<file path="src/rtl/zone_event_pkg.sv">
// Shared types and constants for the zone event logger.
// Zone codes match the price threshold detector output.
package zone_event_pkg;

    typedef enum logic [1:0] {
        ZONE_IDLE = 2'b00,
        ZONE_BAND = 2'b01,
        ZONE_LOW  = 2'b10,
        ZONE_HIGH = 2'b11
    } zone_t;

    localparam int TS_MAX_WIDTH = 32;

    // Widest record; the logger packs only TS_WIDTH bits of stamp.
    typedef struct packed {
        zone_t                   from;
        zone_t                   to;
        logic [TS_MAX_WIDTH-1:0] stamp;
    } zone_event_t;

    localparam logic [7:0] DROP_CNT_MAX = 8'd255;

endpackage

</file>
<file path="src/rtl/event_fifo.sv">
// Generic synchronous show-ahead FIFO.
// dout holds the last popped entry while empty.
module event_fifo #(
    parameter int WIDTH = 8,
    parameter int DEPTH = 8,
    localparam int AW = $clog2(DEPTH),
    localparam int CW = $clog2(DEPTH + 1)
) (
    input  logic             clk,
    input  logic             reset,
    input  logic             push,
    input  logic             pop,
    input  logic [WIDTH-1:0] din,
    output logic [WIDTH-1:0] dout,
    output logic             full,
    output logic             empty,
    output logic [CW-1:0]    count
);

    logic [WIDTH-1:0] mem [DEPTH];
    logic [WIDTH-1:0] last;
    logic [AW-1:0]    wr_ptr;
    logic [AW-1:0]    rd_ptr;
    logic             do_push;
    logic             do_pop;

    assign full    = (count == CW'(DEPTH));
    assign empty   = (count == '0);
    assign do_pop  = pop && !empty;
    // A pop frees a slot in the same edge, so a full FIFO can still accept.
    assign do_push = push && (!full || do_pop);
    assign dout    = empty ? last : mem[rd_ptr];

    always_ff @(posedge clk or posedge reset) begin
        if (reset) begin
            wr_ptr <= '0;
            rd_ptr <= '0;
            count  <= '0;
            last   <= '0;
        end else begin
            if (do_push)
                wr_ptr <= wr_ptr + 1'b1;
            if (do_pop) begin
                rd_ptr <= rd_ptr + 1'b1;
                last   <= mem[rd_ptr];
            end
            if (do_push && !do_pop)
                count <= count + 1'b1;
            else if (!do_push && do_pop)
                count <= count - 1'b1;
        end
    end

    always_ff @(posedge clk) begin
        if (do_push)
            mem[wr_ptr] <= din;
    end

endmodule

</file>
<file path="src/rtl/zone_event_logger.sv">
// Timestamps zone changes and queues them for a host reader.
// Define ZONE_EVENT_DROP_CNT_EN to build the dropped-event counter.
module zone_event_logger
    import zone_event_pkg::*;
#(
    parameter int DEPTH    = 8,
    parameter int TS_WIDTH = 16,
    localparam int CW = $clog2(DEPTH + 1)
) (
    input  logic                clk,
    input  logic                reset,
    input  logic [1:0]          zone,
    input  logic                ev_ready,
    input  logic                clr_ovf,
    output logic                ev_valid,
    output logic [1:0]          ev_from,
    output logic [1:0]          ev_to,
    output logic [TS_WIDTH-1:0] ev_time,
    output logic [CW-1:0]       ev_count,
    output logic                overflow,
    output logic [7:0]          drop_cnt
);

    localparam int W = 4 + TS_WIDTH;

    logic [1:0]          prev_zone;
    logic [TS_WIDTH-1:0] ts;
    logic                change;
    logic                full;
    logic                empty;
    logic                pop;
    logic                drop;
    logic [W-1:0]        din;
    logic [W-1:0]        dout;

    assign change = (zone != prev_zone);
    assign pop    = ev_ready && !empty;
    assign drop   = change && full && !pop;
    assign din    = {prev_zone, zone, ts};

    assign ev_valid = !empty;
    assign ev_from  = dout[W-1 -: 2];
    assign ev_to    = dout[W-3 -: 2];
    assign ev_time  = dout[TS_WIDTH-1:0];

    always_ff @(posedge clk or posedge reset) begin
        if (reset) begin
            prev_zone <= ZONE_IDLE;
            ts        <= '0;
        end else begin
            prev_zone <= zone;
            ts        <= ts + 1'b1;
        end
    end

    always_ff @(posedge clk or posedge reset) begin
        if (reset)
            overflow <= 1'b0;
        else if (drop)
            overflow <= 1'b1;
        else if (clr_ovf)
            overflow <= 1'b0;
    end

`ifdef ZONE_EVENT_DROP_CNT_EN
    // A drop coinciding with a clear restarts the count at one.
    always_ff @(posedge clk or posedge reset) begin
        if (reset)
            drop_cnt <= 8'd0;
        else if (drop && clr_ovf)
            drop_cnt <= 8'd1;
        else if (drop && drop_cnt != DROP_CNT_MAX)
            drop_cnt <= drop_cnt + 8'd1;
        else if (!drop && clr_ovf)
            drop_cnt <= 8'd0;
    end
`else
    assign drop_cnt = 8'd0;
`endif

    event_fifo #(
        .WIDTH (W),
        .DEPTH (DEPTH)
    ) u_fifo (
        .clk   (clk),
        .reset (reset),
        .push  (change),
        .pop   (pop),
        .din   (din),
        .dout  (dout),
        .full  (full),
        .empty (empty),
        .count (ev_count)
    );

endmodule

</file>
<file path="config.mk">
export PLATFORM = sky130hd
export DESIGN_NAME = zone_event_logger
export DESIGN_NICKNAME = d
export VERILOG_FILES = /design/src/rtl/zone_event_pkg.sv /design/src/rtl/event_fifo.sv /design/src/rtl/zone_event_logger.sv
export SDC_FILE = /design/constraint.sdc
export NUM_CORES = 1
export LEC_CHECK = 0
export CELL_PAD_IN_SITES_DETAIL_PLACEMENT = 1
export CELL_PAD_IN_SITES_GLOBAL_PLACEMENT = 1
export CORE_AREA = 2 2 158 160
export CTS_CLUSTER_DIAMETER = 80
export DETAILED_ROUTE_END_ITERATION = 10
export DIE_AREA = 0 0 160 162
export PLACE_DENSITY = 0.54
export SKIP_CTS_REPAIR_TIMING = 1
export SYNTH_ARGS = -nofsm -noshare
export SYNTH_HDL_FRONTEND = slang
export SYNTH_HIERARCHICAL = 1
export SYNTH_SLANG_ARGS = --single-unit
</file>
<file path="constraint.sdc">
create_clock -name clk -period 7.7 [get_ports clk]
set_clock_uncertainty 0.05 [all_clocks]
set_input_delay 1.54 -clock clk [delete_from_list [all_inputs] [get_ports clk]]
set_output_delay 1.54 -clock clk [all_outputs]
set_load 0.02 [all_outputs]
</file>
==> flow_metrics.py, run 1 <==
metrics = {
    "outcome": {
        "outcome": "finished, final reports clean",
    },
    "hold_path": {
        "hp-class": "reg -> reg",
        "holdPathStages": 2,
    },
    "synthesis": {
        "synth.area.mux_share_pct": 10.2,
        "synth_edf_count": 160,
        "yosysSeqAreaShare_pct": 70.6,
        "postSynthAreaPerCell_um2": 15.5,
        "synth_fa_ha_area_share_pct": 1.11,
        "ys_seq_elements": 209,
        "synth_compound_area_share_pct": 7.03,
        "synth-simple-area-share_pct": 5.62,
        "synth.distinct_cells": 42,
        "syn_area_um2": 8550,
        "synth_top_family_by_area": "multiplexers",
        "synth-xor-area-share_pct": 2.25,
        "yosysWarnings": 6,
        "synth-async-reset-ratio_pct": 23.4,
        "ys.flop_type": "edfxtp_1",
        "syn_inst": 550,
    },
    "pwr": {
        "peakVddDrop_v": 0.000154,
        "comb_power_share_pct": 36.8,
        "pwr_density_cell_nw_per_um2": 431,
        "intPower_mw": 2.79,
        "seq_power_share_pct": 39.0,
        "p_sw_share_pct": 34.8,
        "finalPower_mw": 4.28,
        "p_leak_nw": 3.56,
        "pwr-share-clk_pct": 24.2,
        "power_switching_mw": 1.49,
    },
    "sta": {
        "final.min_clock_period_ns": 5.12,
        "finalSetupTns_ns": 0,
        "final_max_slew_viol_count": 0,
        "finalHoldViolations": 0,
        "hold_ws_ns": 0.433,
        "worst_pin_slew_ns": 0.963,
        "fmax_mhz": 195,
        "relSlewSlack_pct": 35.7,
        "setup_viol": 0,
        "final.period_utilization_pct": 66.5,
        "rsz0062_at_grt": "no",
        "setup_slack_ns": 2.58,
    },
    "worst_setup_path": {
        "crit_buf_inv": 2,
        "critPathArrivalTime_ns": 3.53,
        "crit_cells": 6,
        "critical_path_required_ns": 6.11,
        "crit_family": "buffers and inverters",
        "startpoint_type": "flop",
        "crit_slowest_cell": "dfrtp_4",
        "r2r_cells": 12,
        "slowest_delay_ns": 0.87,
        "crit_fanout": 43,
        "setup.worst_path.class": "reg -> out",
        "cp_cell_sequence": "buf_4 > mux2_2 > o22ai_1 > a221o_1 > o21ai_1 > clkdlybuf4s50_1",
        "crit_path_end_kind": "output port",
    },
    "finish": {
        "area_growth_pct": 16.2,
        "fillers": 2435,
        "insertedDiodeCount": 0,
        "drive_above_1_share_pct": 18.0,
        "nets": 603,
    },
    "placement": {
        "dp_hpwl_um": 11100,
        "place_ws_ns": 3.03,
        "port_buffers": 31,
        "gp_congestion": 0.667,
    },
    "route": {
        "wirelength_um": 18800,
        "vias": 4666,
        "wl_per_cell_um": 20.2,
        "antenna_left": 0,
        "drtIter0Drc": 210,
        "drt_first_pass_iters": 4,
        "drc": 0,
        "vias_per_cell": 5.02,
    },
    "die": {
        "die_x_um": 160,
        "floorplan.initialDensity_pct": 35.5,
        "io_pins": 40,
        "fp-row-count": 57,
        "core_um2": 24100,
        "die_area_um2": 25900,
        "die_y_um": 162,
    },
    "cts": {
        "cts_max_level": 1,
        "cts_tree": "built",
        "cts.sink_count": 209,
        "cts_buffer_depth": 3,
        "cts_made_buffers": 22,
        "clkLatencyLatePin_ns": 0.50,
        "cts_root_buf": "clkbuf_16",
        "clk_pin_slew_ns": 0.06,
    },
    "global_routing": {
        "gr-total-overflow": 0,
        "grt_use_total_pct": 14.8,
        "grt_pass1_wl_um": 29600,
        "antenna_found_initial": 0,
        "grt_max_degree": 45,
        "first_global_vias": 4949,
    },
    "flow_run": {
        "cap_violations": 0,
    },
}
==> state kept, by name (all words and copies together), names as in the netlist <==
signal	flops
u_fifo/mem	160
u_fifo/last	20
ts	16
u_fifo/count	4
u_fifo/rd_ptr	3
u_fifo/wr_ptr	3
prev_zone	2
overflow	1
==> area by class of cell <==
class                      count  area [um^2]  share of cell area, %
multi-input combinational    302         2320                   23.4
tap                          324          405                   4.08
inverter                      11         43.8                  0.441
timing repair buffer          44          408                   4.11
clock inverter                11          124                   1.25
clock buffer                  29          597                   6.01
sequential                   209         6030                   60.8
==> routing by layer <==
metal	vias to the layer above	track usage [%]	wire length (um)
met5	-	0	0
met4	0	3.52	271
met3	21	2.17	622
met2	81	25.7	9160
met1	2419	19.7	8770
li1	2145	-	-
==> final timing paths <==
path | endpoint | slack [ns] | startpoint
setup reg to reg | u_fifo/count[3] | 3.91 | u_fifo/count[0]
hold reg to reg | u_fifo/last[5] | 0.43 | u_fifo/last[5]
hold / removal | u_fifo/last[5] | 0.43 | u_fifo/last[5]
setup / recovery | ev_time[0] | 2.58 | u_fifo/rd_ptr[0]
min in group asynchronous | u_fifo/last[6] | 1.42 | reset
max in group asynchronous | ts[13] | 5.45 | reset
==> worst min-delay path, delay by kind of cell (launching register included) <==
family	cells	cell delay (ns)
and+or+nand+nor	1	0.05
AOI/OAI and AO/OA	1	0.06
DFF	1	0.34
==> kinds of logic after synthesis <==
kind of cell	Yosys count
DFF	209
and+or+nand+nor	94
AOI/OAI and AO/OA	89
muxes	82
buffers and inverters	46
xor gates and xnor gates	22
adders and majority gates	7
other	1
==> per-stage QoR <==
stage | util, % | instance area (um^2) | std cells
2_1_floorplan | - | 8570 | 557
3_3_place_gp | 38.2 | 9210 | 890
3_5_place_dp | 38.2 | 9210 | 890
4_1_cts | 41.2 | 9930 | 930
5_1_grt | 41.2 | 9930 | 930
6_report | 41.2 | 9930 | 930
==> cell usage after synthesis (all sizes together) (3+ instances only) <==
cell type | count | share of area [%]
inv | 11 | 0.51
buf | 23 | 2.1
nor3 | 9 | 0.53
dfrtp | 49 | 14
nor2b | 3 | 0.22
nand2 | 53 | 2.4
xor2 | 11 | 1.1
nor2 | 9 | 0.40
o22ai | 20 | 1.5
o21ai | 42 | 2.6
mux2i | 40 | 4.7
clkbuf | 12 | 0.54
ha | 6 | 0.88
mux2 | 42 | 5.5
nor4 | 7 | 0.98
nand2b | 4 | 0.29
nand3 | 5 | 0.29
a221o | 21 | 2.5
xnor2 | 11 | 1.1
edfxtp | 160 | 56
nand4 | 3 | 0.40
==> power by group through the flow <==
stage / registers, mW / clock network [mW] / logic (mW)
after global placement: 1.68 / 0 / 1.58
after CTS: 1.67 / 1.06 / 1.61
after detailed placement: 1.70 / 0 / 1.60
final: 1.67 / 1.03 / 1.57
after floorplan: 1.62 / 0 / 1.05
after global routing: 1.70 / 1.11 / 1.70
==> placed cells by master (no fill, tap or decap), types with 6 or more instances in the layout <==
| cell type | n |
|---|---|
| nor2_1 | 6 |
| xnor2_1 | 11 |
| conb_1 | 8 |
| o22ai_1 | 20 |
| a221o_1 | 21 |
| xor2_1 | 11 |
| dfrtp_1 | 48 |
| mux2i_1 | 40 |
| mux2_2 | 42 |
| ha_1 | 6 |
| nand2_1 | 52 |
| buf_4 | 13 |
| inv_1 | 10 |
| edfxtp_1 | 160 |
| o21ai_0 | 15 |
| o21ai_1 | 26 |
| clkdlybuf4s50_1 | 31 |
| clkbuf_16 | 22 |
Note: power is estimated with default switching activity, not from simulation.
==> inputs of run 2 (changes only) <==
Settings changed: PLACE_DENSITY 0.54 to 0.57.
Clock period 7.7 ns to 4.7 ns, I/O delays scaled along.
==> run 2 against run 1 <==
Via count grew 0.26%. Final cell count grew 0.54%. Sequential power up 62%. Register-to-register slack worse by 3.0 ns. Die area unchanged. First-iteration DRC count increased by 77%. Largest power group unchanged. Setup slack worse by 1.8 ns. Worst hold slack improved by 0.0059 ns.
==> flow_metrics.py, run 2 (synthesis results as in run 1) <==
metrics = {
    "worst_setup_path": {
        "critical_path_required_ns": 3.71,
        "crit_family": "buffers and inverters",
        "crit_buf_inv": 2,
        "startpoint_type": "flop",
        "cp_cell_sequence": "buf_12 > mux2_2 > o22ai_1 > a221o_1 > o21ai_1 > clkdlybuf4s50_1",
        "crit_fanout": 34,
        "critPathArrivalTime_ns": 2.92,
        "slowest_delay_ns": 0.66,
        "crit_path_end_kind": "output port",
        "setup.worst_path.class": "reg -> out",
        "ff2ff_setup_slack_ns": 0.94,
        "crit_slowest_cell": "dfrtp_4",
    },
    "pwr": {
        "power_switching_mw": 2.45,
        "finalPower_mw": 7.17,
        "peakVddDrop_v": 0.000317,
        "comb_power_share_pct": 37.0,
        "p_leak_nw": 3.61,
        "seq_power_share_pct": 37.6,
        "intPower_mw": 4.72,
        "pwr_density_cell_nw_per_um2": 715,
        "pwr-share-clk_pct": 25.4,
        "p_sw_share_pct": 34.2,
    },
    "die": {
        "io_pins": 40,
        "die_area_um2": 25900,
        "floorplan.initialDensity_pct": 35.5,
        "die_y_um": 162,
        "core_um2": 24100,
        "fp-row-count": 57,
        "die_x_um": 160,
    },
    "route": {
        "wirelength_um": 18900,
        "vias_per_cell": 5.00,
        "drc": 0,
        "wl_per_cell_um": 20.2,
        "antenna_left": 0,
        "drtIter0Drc": 372,
        "drt_first_pass_iters": 4,
        "vias": 4678,
    },
    "sta": {
        "final.period_utilization_pct": 83.1,
        "finalHoldViolations": 0,
        "setup_slack_ns": 0.793,
        "rsz0062_at_grt": "no",
        "setup_viol": 0,
        "worst_pin_slew_ns": 0.908,
        "final_max_slew_viol_count": 0,
        "final.min_clock_period_ns": 3.91,
        "fmax_mhz": 256,
        "relSlewSlack_pct": 39.4,
        "finalSetupTns_ns": 0,
        "hold_ws_ns": 0.439,
    },
    "finish": {
        "area_growth_pct": 17.3,
        "insertedDiodeCount": 0,
        "final_common_cell": "edfxtp_1",
        "regMostFlops": "u_fifo/mem",
        "nets": 608,
        "drive_above_1_share_pct": 18.2,
        "finalNonFillerCells": 935,
        "largest_reg_flops": 160,
        "fin_area_um2": 10000,
        "fin_util_pct": 41.6,
        "fillers": 2432,
        "reg.largest.list": "u_fifo/mem (160), u_fifo/last (20), ts (16)",
        "layout_common_cells": "edfxtp_1 (160), nand2_1 (52), dfrtp_1 (48), mux2_2 (42), mux2i_1 (40)",
    },
    "cts": {
        "cts_max_level": 1,
        "clk_pin_slew_ns": 0.06,
        "cts_made_buffers": 23,
        "cts_root_buf": "clkbuf_16",
        "clkLatencyLatePin_ns": 0.50,
        "cts_tree": "built",
        "cts_buffer_depth": 3,
        "cts.sink_count": 209,
    },
    "global_routing": {
        "grt_use_total_pct": 15.0,
        "gr-total-overflow": 0,
        "first_global_vias": 5070,
        "grt_max_degree": 44,
        "antenna_found_initial": 0,
        "grt_pass1_wl_um": 30100,
    },
    "placement": {
        "port_buffers": 31,
        "place_ws_ns": 0.585,
        "gp_congestion": 0.690,
        "place_area_um2": 9250,
        "dp_cells": 894,
        "dp_hpwl_um": 11400,
    },
    "hold_path": {
        "hp-class": "reg -> reg",
    },
    "flow_run": {
        "cap_violations": 0,
    },
    "outcome": {
        "outcome": "finished, final reports clean",
    },
}
-- run 2: final cells by class --
| cell class | instances | area [um^2] | area share, % |
|---|---|---|---|
| inverter | 11 | 43.8 | 0.437 |
| timing repair buffer | 48 | 463 | 4.62 |
| tap | 324 | 405 | 4.04 |
| clock buffer | 33 | 653 | 6.52 |
| multi-input combinational | 302 | 2310 | 23.0 |
| sequential | 209 | 6030 | 60.2 |
| clock inverter | 8 | 118 | 1.17 |
-- run 2: worst reg2reg max path, stage by stage, from the launching register on --
cell and delay [ns]:
dfrtp_1 0.48, nor4_4 0.30, buf_4 0.40, nor2b_1 0.19
o21ai_4 0.35, inv_4 0.07, ha_1 0.23, inv_1 0.16
ha_1 0.26, a21o_1 0.21, a2111oi_0 0.49, a31oi_1 0.12
a221o_1 0.34
-- run 2: final timing paths --
kind                       cells after the start             start         endpoint
max                                            6  u_fifo/rd_ptr[0]       ev_time[2]
min                                            2    u_fifo/last[2]   u_fifo/last[2]
max reg2reg                                   12   u_fifo/count[0]  u_fifo/count[3]
min reg2reg                                    2    u_fifo/last[2]   u_fifo/last[2]
max in group asynchronous                      2             reset            ts[0]
min in group asynchronous                      2             reset  u_fifo/last[11]
-- run 2: power by group through the flow --
stage               sequential, mW  combinational, mW  clock (mW)
floorplan                     2.66               1.72           0
global placement              2.70               2.62           0
detailed placement            2.74               2.70           0
CTS                           2.70               2.71        1.87
global route                  2.75               2.86        1.95
finish                        2.70               2.65        1.82
-- run 2: per-layer routing --
metal | GRT usage [%] | routed length [um]
met5 | 0 | 0
met4 | 3.48 | 264
met3 | 2.30 | 683
met2 | 26.6 | 9560
met1 | 19.4 | 8390
==> inputs of run 3 (changes only) <==
Settings changed: PLACE_DENSITY 0.57 to 0.54.
Clock period 4.7 ns to 3.8 ns, I/O delays scaled along.
==> run 3 against run 2 <==
Sequential power is 23% higher. Utilization is 0.15 points higher. Setup slack worse by 0.67 ns. Clock power rose by 23%. Flip-flop and latch count is the same. Final cell count increased by 0.64%. Register-to-register slack got worse by 0.51 ns. Combinational power grew 28%. Non-clock buffer count is 5 higher.
==> flow_metrics.py, run 3 (synthesis results as in run 1) <==
metrics = {
    "global_routing": {
        "grt_use_total_pct": 15.3,
        "grt_max_degree": 44,
        "first_global_vias": 4938,
        "grt_pass1_wl_um": 30100,
        "gr-total-overflow": 0,
        "antenna_found_initial": 0,
    },
    "pwr": {
        "peakVddDrop_v": 0.000539,
        "seq_power_share_pct": 37.2,
        "intPower_mw": 5.86,
        "comb_power_share_pct": 37.8,
        "finalPower_mw": 8.93,
        "pwr-share-clk_pct": 25.0,
        "p_leak_nw": 3.64,
        "power_switching_mw": 3.08,
        "pwr_density_cell_nw_per_um2": 888,
        "p_sw_share_pct": 34.4,
    },
    "worst_setup_path": {
        "setup.worst_path.class": "reg -> out",
        "worstReg2RegStart": "u_fifo/count[0]",
        "startpoint_type": "flop",
        "startpoint": "u_fifo/rd_ptr[0]",
        "crit_path_end_kind": "output port",
        "critPathArrivalTime_ns": 2.87,
        "crit_fanout": 21,
        "critical_path_required_ns": 2.99,
        "r2r_cells": 10,
        "ff2ff_setup_slack_ns": 0.43,
    },
    "sta": {
        "final.period_utilization_pct": 96.8,
        "fmax_mhz": 272,
        "finalHoldViolations": 0,
        "final.min_clock_period_ns": 3.68,
        "relSlewSlack_pct": 32.2,
        "final_max_slew_viol_count": 0,
        "finalSetupTns_ns": 0,
        "worst_pin_slew_ns": 1.02,
        "setup_viol": 0,
        "rsz0062_at_grt": "no",
    },
    "placement": {
        "gp_congestion": 0.722,
        "port_buffers": 31,
        "place_area_um2": 9280,
        "dp_hpwl_um": 11400,
        "dp_cells": 898,
    },
    "finish": {
        "finalNonFillerCells": 941,
        "fin_area_um2": 10100,
        "drive_above_1_share_pct": 18.5,
        "area_growth_pct": 17.7,
        "nets": 613,
        "regMostFlops": "u_fifo/mem",
        "reg.largest.list": "u_fifo/mem (160), u_fifo/last (20), ts (16)",
        "layout_common_cells": "edfxtp_1 (160), nand2_1 (52), dfrtp_1 (48), mux2_2 (42), mux2i_1 (40)",
        "largest_reg_flops": 160,
        "fillers": 2442,
        "final_common_cell": "edfxtp_1",
        "insertedDiodeCount": 0,
    },
    "cts": {
        "cts_made_buffers": 23,
        "clk_pin_slew_ns": 0.06,
        "cts_max_level": 1,
        "cts_buffer_depth": 3,
        "cts_root_buf": "clkbuf_16",
        "cts.sink_count": 209,
        "cts_tree": "built",
        "clkLatencyLatePin_ns": 0.51,
    },
    "die": {
        "die_x_um": 160,
        "floorplan.initialDensity_pct": 35.5,
        "fp-row-count": 57,
        "io_pins": 40,
        "die_y_um": 162,
        "die_area_um2": 25900,
        "core_um2": 24100,
    },
    "route": {
        "vias_per_cell": 5.05,
        "wirelength_um": 19700,
        "wl_per_cell_um": 21.0,
        "drc": 0,
        "drt_first_pass_iters": 4,
        "vias": 4752,
        "antenna_left": 0,
        "drtIter0Drc": 325,
    },
    "outcome": {
        "outcome": "finished, final reports clean",
    },
    "hold_path": {
        "hp-start": "u_fifo/last[2]",
        "holdPathStages": 2,
        "hp-class": "reg -> reg",
    },
    "flow_run": {
        "cap_violations": 0,
    },
}
## run 3: cell count changes in the layout (fill, tap and decap cells not counted)
cell,delta
clkinv_1,-1
buf_4,+4
clkbuf_8,-1
clkinvlp_4,-2
inv_6,+1
buf_8,+1
clkbuf_1,+4
## run 3: worst max-delay path, stage by stage, from the launching register on
cell and delay, ns:
dfrtp_4 0.62, buf_12 0.23, mux2_2 0.23, o22ai_1 0.08
a221o_1 0.35, o21ai_1 0.20, clkdlybuf4s50_1 0.64
## run 3: layout make-up
class | count | area (um^2) | area share (%)
sequential | 209 | 6030 | 60.0
inverter | 11 | 43.8 | 0.435
tap | 324 | 405 | 4.03
multi-input combinational | 302 | 2310 | 22.9
timing repair buffer | 53 | 508 | 5.05
clock buffer | 36 | 654 | 6.51
clock inverter | 6 | 108 | 1.07
## run 3: final timing paths
| path | endpoint |
|---|---|
| max | ev_time[1] |
| min | u_fifo/last[2] |
| max reg2reg | u_fifo/count[3] |
| min reg2reg | u_fifo/last[2] |
| max in group asynchronous | ts[1] |
| min in group asynchronous | u_fifo/last[10] |
## run 3: through the flow
| stage | setup WS [ns] | utilization [%] | hold slack (ns) |
|---|---|---|---|
| floorplan | 0.0274 | - | 0.400 |
| global placement | 0.219 | 38.5 | 0.412 |
| detailed placement | 0.104 | 38.5 | 0.423 |
| CTS | 0.0195 | 41.7 | 0.438 |
| global route | 0.0251 | 41.7 | 0.456 |
| finish | 0.121 | 41.7 | 0.431 |
## run 3: power groups by stage
stage          Combinational [mW]  Sequential [mW]  Clock, mW
6_report                     3.38             3.32       2.24
5_1_grt                      3.65             3.38       2.39
4_1_cts                      3.39             3.35       2.30
3_5_place_dp                 3.38             3.39          0
3_3_place_gp                 3.30             3.35          0
2_1_floorplan                2.13             3.29          0
## run 3: layer usage
layer  wire, um  GRT usage (%)  up-vias  part of all wire, %
met5          0              0        -                    0
li1           -              -     2167                    -
met3        865           2.30       22                  4.4
met2       9530           26.5      101                   48
met4        314           3.44        0                  1.6
met1       9010           20.6     2462                   46
